$ cat src/rtl/comparator_seq_ctrl.sv
// comparator_seq_ctrl
// Sequential magnitude comparator: steps a single 2-bit compare slice from
// the MSB pair of the captured operands down to the LSB pair, one slice per
// clock, behind a start/busy/done handshake. The result is presented as
// registered one-hot L/E/G flags that hold until the next completed compare.
//
// Build option:
//   COMPARATOR_SEQ_EARLY_EXIT_EN - when defined, RUN ends on the first slice
//   that differs, or after slice 0 when every slice is equal. When undefined,
//   RUN always visits all WIDTH/2 slices for fixed latency. The L/E/G result is
//   identical in both builds; only the done timing changes.
module comparator_seq_ctrl #(
  parameter int WIDTH = 8
) (
  input  logic             clk,
  input  logic             rst_n,
  input  logic             start,
  input  logic [WIDTH-1:0] a,
  input  logic [WIDTH-1:0] b,
  output logic             busy,
  output logic             done,
  output logic             L,
  output logic             E,
  output logic             G
);

  localparam int S     = WIDTH / 2;
  localparam int IDX_W = (S > 1) ? $clog2(S) : 1;

  localparam logic [1:0] ST_IDLE = 2'd0;
  localparam logic [1:0] ST_RUN  = 2'd1;
  localparam logic [1:0] ST_DONE = 2'd2;

  logic [1:0]       state;
  logic [WIDTH-1:0] a_q;
  logic [WIDTH-1:0] b_q;
  logic [IDX_W-1:0] idx;
  logic             decided;
  logic             res_g;

  logic [1:0]       a_sl;
  logic [1:0]       b_sl;
  logic             diff;
  logic             fin_dec;
  logic             fin_g;
  logic             last;

  // Select the operand slice pair addressed by the current slice index.
  always_comb begin
    a_sl = 2'b00;
    b_sl = 2'b00;
    for (int i = 0; i < S; i++) begin
      if (idx == IDX_W'(i)) begin
        a_sl = a_q[2*i +: 2];
        b_sl = b_q[2*i +: 2];
      end
    end
  end

  // Fold the current slice into the sticky decision; an earlier (more
  // significant) differing slice always wins over later ones.
  always_comb begin
    diff    = (a_sl != b_sl);
    fin_dec = decided | diff;
    fin_g   = decided ? res_g : (a_sl > b_sl);
`ifdef COMPARATOR_SEQ_EARLY_EXIT_EN
    last    = (idx == '0) | diff;
`else
    last    = (idx == '0);
`endif
  end

  // Control FSM, operand capture, slice walk and result flag update.
  always_ff @(posedge clk or negedge rst_n) begin
    if (!rst_n) begin
      state   <= ST_IDLE;
      a_q     <= '0;
      b_q     <= '0;
      idx     <= '0;
      decided <= 1'b0;
      res_g   <= 1'b0;
      L       <= 1'b0;
      E       <= 1'b0;
      G       <= 1'b0;
    end else begin
      case (state)
        ST_IDLE: begin
          if (start) begin
            a_q     <= a;
            b_q     <= b;
            idx     <= IDX_W'(S - 1);
            decided <= 1'b0;
            res_g   <= 1'b0;
            state   <= ST_RUN;
          end
        end
        ST_RUN: begin
          if (last) begin
            L     <= fin_dec & ~fin_g;
            E     <= ~fin_dec;
            G     <= fin_dec & fin_g;
            state <= ST_DONE;
          end else begin
            idx     <= idx - 1'b1;
            decided <= fin_dec;
            res_g   <= fin_g;
          end
        end
        ST_DONE: begin
          state <= ST_IDLE;
        end
        default: begin
          state <= ST_IDLE;
        end
      endcase
    end
  end

  // Handshake outputs decode directly from the registered state.
  assign busy = (state == ST_RUN);
  assign done = (state == ST_DONE);

endmodule

$ cat config.mk
export PLATFORM = sky130hd
export DESIGN_NAME = comparator_seq_ctrl
export DESIGN_NICKNAME = d
export VERILOG_FILES = /design/src/rtl/comparator_seq_ctrl.sv
export SDC_FILE = /design/constraint.sdc
export NUM_CORES = 1
export LEC_CHECK = 0
export ABC_AREA = 1
export BUFFER_PORTS_ARGS = -buffer_cell sky130_fd_sc_hd__buf_4
export CORE_ASPECT_RATIO = 0.9
export CORE_MARGIN = 8
export CORE_UTILIZATION = 57
export CTS_CLUSTER_SIZE = 30
export DETAILED_ROUTE_END_ITERATION = 8
export PLACE_DENSITY_LB_ADDON = 0.25
export SLEW_MARGIN = 15
export SYNTH_ARGS = -nofsm -noshare
export SYNTH_HDL_FRONTEND = slang
export SYNTH_SLANG_ARGS = --single-unit
$ cat constraint.sdc
create_clock -name clk -period 2.9 [get_ports clk]
set_clock_uncertainty 0.2 [all_clocks]
set_input_delay 0.29 -clock clk [delete_from_list [all_inputs] [get_ports clk]]
set_output_delay 0.29 -clock clk [all_outputs]
set_load 0.03 [all_outputs]
### Word-level counts from Yosys, hierarchy flattened

Index checks and enable logic that the tools add are counted.

| word-level totals | value |
|---|---|
| register bits | 25 |
| latch bits | 0 |
| RAM bits | 0 |
| memory bits (read-only) | 0 |
| output and inout port bits | 5 |
| word-level logic and storage cells | 52 |
| memories | 0 |

| cells by class | value |
|---|---|
| $add $sub $neg | 1 |
| $mul | 0 |
| divide/modulo/power cells | 0 |
| magnitude comparators | 1 |
| eq/ne operators | 9 |
| shift operators | 0 |
| muxes and demuxes | 20 |
| bitwise operators | 5 |
| reductions and logical operators | 7 |

Operators by type and width:

| kind | number |
|---|---|
| 2-bit 2-to-1 mux | 12 |
| 2-bit one-hot mux with 2 select lines | 2 |
| 2-bit == test, second input constant | 3 |
| 2-bit AND reduction | 3 |
| 2-bit by 1-bit == test with 1-bit output, second input constant | 2 |
| 2-bit zero test | 2 |
| 1-bit 2-to-1 mux | 4 |
| 2-bit inequality test, second input constant | 2 |
| 1-bit one-hot mux with 2 select lines | 2 |
| 3-bit AND reduction | 1 |
| 1-bit bitwise AND | 2 |
| 2-bit > comparator | 1 |
| 2-bit by 1-bit inequality test with 1-bit output, second input constant | 1 |
| 2-bit inequality test | 1 |
| 1-bit inverter | 2 |
| 2-bit nonzero test | 1 |
| 2-bit by 1-bit subtractor with 2-bit output, second input constant | 1 |
| 1-bit bitwise OR | 1 |

### Depth between registers and ports, before layout

| logic depth | value |
|---|---|
| word-level depth | 9 |
| depth in mapped cells | 14 |
| gate-level depth less buffers | 14 |

### Worst setup path after synthesis

Ideal clock, no wire load.

| path | value |
|---|---|
| path kind | reg2reg |
| start point | register idx[0] |
| end point | register G |
| setup time | 0.117 ns |
| arrival | 1.625 ns |
| setup slack | 0.958 ns |
| stages on the path, launching flop included | 14 |
| clock period less this slack | 1.942 ns |
| cell sequence | dfrtp_1 -> inv_1 -> ha_1 -> inv_1 -> nor2_1 -> nor2_1 -> nand2_1 -> nand2_1 -> ha_1 -> nand2_1 -> nor2_1 -> nor2_1 -> nand2_1 -> nand2_1 |

| between the ends | value |
|---|---|
| word-level cells in the longest chain between the ends | 8 |
| elaborated cells between the ends (all ways) | 18 |

RTL lines:

| what | RTL line | source |
|---|---|---|
| start, declared | 37 | `logic [IDX_W-1:0] idx;` |
| start signal, assigned | 91 | `idx <= IDX_W'(S - 1);` |
| start signal, assigned | 104 | `idx <= idx - 1'b1;` |
| 2-bit zero test | 53, 69 |  |
| 2-bit 2-to-1 mux (4 in a row) | 53 | `if (idx == IDX_W'(i)) begin` |
| 2-bit > comparator / 2-bit inequality test (equally long branches) | 65, 63 |  |
| 1-bit 2-to-1 mux / 1-bit bitwise OR (equally long branches) | 65, 64 |  |
| 1-bit bitwise AND | 101 | `G <= fin_dec & fin_g;` |
| end signal, assigned | 101 |  |
| end, declared | 24 | `output logic G` |

Several ways; a longest one is shown, not always the timed one.
A chain may end at the register's enable or synchronous reset.

### Worst setup path in the final report

| path | value |
|---|---|
| start point | register idx[0] |
| end point | register L |

| between the ends | value |
|---|---|
| word-level cells in the longest chain between the ends | 9 |
| elaborated cells between the ends (all ways) | 19 |

RTL lines:

| what | RTL line | source |
|---|---|---|
| 2-bit zero test | 53, 69 |  |
| 2-bit 2-to-1 mux (4 in a row) | 53 |  |
| 2-bit > comparator | 65 | `fin_g = decided ? res_g : (a_sl > b_sl);` |
| 1-bit 2-to-1 mux | 65 |  |
| 1-bit inverter | 99 | `L <= fin_dec & ~fin_g;` |
| 1-bit bitwise AND | 99 |  |
| end signal, assigned | 99 |  |
| end, declared | 22 | `output logic L,` |

Several ways; a longest one is shown, not always the timed one.

==> flow_metrics.tcl <==
set metrics [dict create \
    timing.hold.ws_ps 3.69 \
    yosys_register_bits 25 \
    fin_nets 227 \
    ys.warnings.count 0 \
    post-cts-setup-buffers 0 \
    synth.cell_area_um2 1230 \
    ios 24 \
    cts_made_buffers 3 \
    first_global_vias 1173 \
    post_synthesis_cell_type_count 15 \
    timing.critical_path.slowest_cell_delay_ps 430 \
    synth_seq_area_share_pct 50.7 \
    clock_power_share_pct 9.0 \
    detail_route.wl_per_cell_um 12.0 \
    max_freq_mhz 456 \
    timing_worst_slew_pin_value_ps 351 \
    switching_share_pct 45.6 \
    weighted_congestion_reported_at_the_end_of_routability_driven_placement 0.877 \
    crit_chain "inv_1, ha_1, inv_1, nor2_1, nor2_1, nand2_1, nand2_1, ha_1, nand2_1, nor2_1, nor2_1, nand2_1, nand2_1" \
    p_leak_nw 0.896 \
    initial_antenna_violation_count 0 \
    critical_path.startpoint_type "flip-flop" \
    critical_path.endpoint_type "flip-flop" \
    clock_h_tree_levels 1 \
    track_usage_pct 16.4 \
    floorplan.initialDensity_pct 58.1 \
    cts_tree "yes" \
    synth.net_count 185 \
    cpMostUsedCell "sky130_fd_sc_hd__nand2_1" \
    final_hold_viol_count 0 \
    die_x_um 65.0 \
    path_clk_slew_ps 130 \
    yosysTopAreaCell "sky130_fd_sc_hd__dfrtp_1" \
    firstDrtPassIters 4 \
    routed-via-count 1116 \
    synthDominantCellAreaShare_pct 50.7 \
    critical_path_peak_fanout 5 \
    max_slew_headroom_pct 76.5 \
    setup_tns_after_final_layout_ps 0 \
    fin_crit_ps 2190 \
    post_synth_main_area_contributors "sky130_fd_sc_hd__dfrtp_1 51%, sky130_fd_sc_hd__nand2_1 23%, sky130_fd_sc_hd__ha_1 6.1%, sky130_fd_sc_hd__inv_1 4.6%, sky130_fd_sc_hd__nor2_1 3.0%" \
    setup_violations 0 \
    max-cap-violations 0 \
    cp.arrival_ps 2200 \
    cts.sinks 25 \
    cts_repair_resize_count 0 \
    ir_drop_uv 893 \
    power.density_cell_area_nw_per_um2 1030 \
    floorplan.die_area_um2 3910 \
    post_route_cells_drive_above_1_share_pct 15.4 \
    n_antenna_cell 0 \
    via_to_cell_ratio 4.89 \
    synth_area_per_cell_um2 7.71 \
    timing.critical_path.slowest_stage_cell "sky130_fd_sc_hd__dfrtp_1" \
    power_frac_comb_pct 53.5 \
    final_min_period_over_clock_period_pct 75.6 \
    internal_power_uw 905 \
    timing_worst_setup_path_type "reg -> reg" \
    clock-root-buffer "sky130_fd_sc_hd__clkbuf_4" \
    drtIter0Drc 33 \
    clock_path_buffers 2 \
    final_max_slew_viol_count 0 \
    sequential_cell_fraction_of_total_power_pct 37.5 \
    mostFrequentLayoutCell "sky130_fd_sc_hd__nand2_1" \
    core.rowCount 16 \
    floorplan.die.height_um 60.1 \
    postCtsHoldBufs 16 \
    dp.final_hpwl_um 1930 \
    maximum_number_of_pins_on_one_net_before_global_route_repair 26 \
    hold_path_class "in -> reg" \
    io_buffers 23 \
    postSynthCellCount 160 \
    remaining_drc_errors 0 \
    unrepaired_setup_endpoints_after_global_routing "false" \
    fp.coreArea_um2 2120 \
    grt_first_pass_wirelength_um 5070 \
    critPathRequiredTime_ps 2910 \
    psw_uw 758 \
    outcome "completed" \
    clk_latency_ps 310 \
    drtAntennaViolNets 0 \
    wl_um 2730 \
    grt.overflow.total 0 \
    mostFrequentLayoutCells "77 x sky130_fd_sc_hd__nand2_1, 25 x sky130_fd_sc_hd__dfrtp_1, 23 x sky130_fd_sc_hd__buf_4" \
    flow.area_growth_from_synthesis_pct 30.3 \
]
final cells by class:
type                       count  area [µm²]
multi-input combinational    117         527
timing repair buffer          39         333
inverter                      16        62.6
sequential                    25         626
fill                         154         514
clock buffer                   4        26.3
tap                           27        33.8
critical path, delay by kind of cell (launching register included):
family                   cells  cell delay [ps]
AND/OR/NAND/NOR              9              680
adder cells (fa/ha/maj)      2              560
flip-flops                   1              430
buffers and inverters        2              240
Yosys cell counts, drive strengths merged:
library cell and n:
a21oi 7, buf 2, dfrtp 25, ha 6, inv 16, nand2 78, nand3 7, nor2 11
o21ai 6, or2 2
metal layers:
| metal | wire length, µm | share of wire (%) | track usage (%) | vias up |
|---|---|---|---|---|
| met2 | 1350 | 49 | 28.3 | 22 |
| met5 | 0 | 0 | 0 | - |
| met3 | 113 | 4.1 | 3.93 | 6 |
| met1 | 1210 | 44 | 19.2 | 516 |
| li1 | - | - | - | 572 |
| met4 | 61 | 2.2 | 6.21 | 0 |
through the flow:
step	worst slack [ps]	instances	cell area, µm²	total power, mW	utilization (%)
4_1_cts	725	228	1610	1.67	75.8
6_report	708	228	1610	1.66	75.8
2_1_floorplan	958	160	1230	1.27	-
5_1_grt	470	228	1610	1.87	75.8
3_3_place_gp	817	208	1420	1.46	67.0
3_5_place_dp	747	208	1420	1.50	67.0
final timing paths:
path                            depth (start not counted)  startpoint  slack (ps)      to
worst max-delay path                                   13      idx[0]         710       L
worst min-delay path                                    3        b[2]           4  b_q[2]
worst max register to register                         13      idx[0]         710       L
max in group asynchronous                               2       rst_n        2050  idx[1]
min in group asynchronous                               2       rst_n         210  b_q[2]
worst min register to register                          2      a_q[6]         300  a_q[6]
power by group through the flow:
stage | sequential [mW] | combinational [mW] | clock (mW)
2_1_floorplan | 0.640 | 0.630 | 0
3_3_place_gp | 0.624 | 0.832 | 0
3_5_place_dp | 0.632 | 0.867 | 0
4_1_cts | 0.624 | 0.888 | 0.157
5_1_grt | 0.648 | 1.05 | 0.172
6_report | 0.624 | 0.890 | 0.150
sequential cells by signal (all words and copies together), names as in the netlist:
| signal | flops |
|---|---|
| a_q | 8 |
| b_q | 8 |
| idx | 2 |
| state | 2 |
| E | 1 |
| G | 1 |
| L | 1 |
| decided | 1 |
| res_g | 1 |
cells by family after synthesis:
| logic type | after synthesis | share of synthesized area (%) |
|---|---|---|
| adders and majority gates | 6 | 6.09 |
| and+or+nand+nor | 98 | 31.3 |
| DFF | 25 | 50.7 |
| AOI/OAI and AO/OA | 13 | 5.27 |
| buffers and inverters | 18 | 6.59 |
Power figures use the tool's default switching activity.
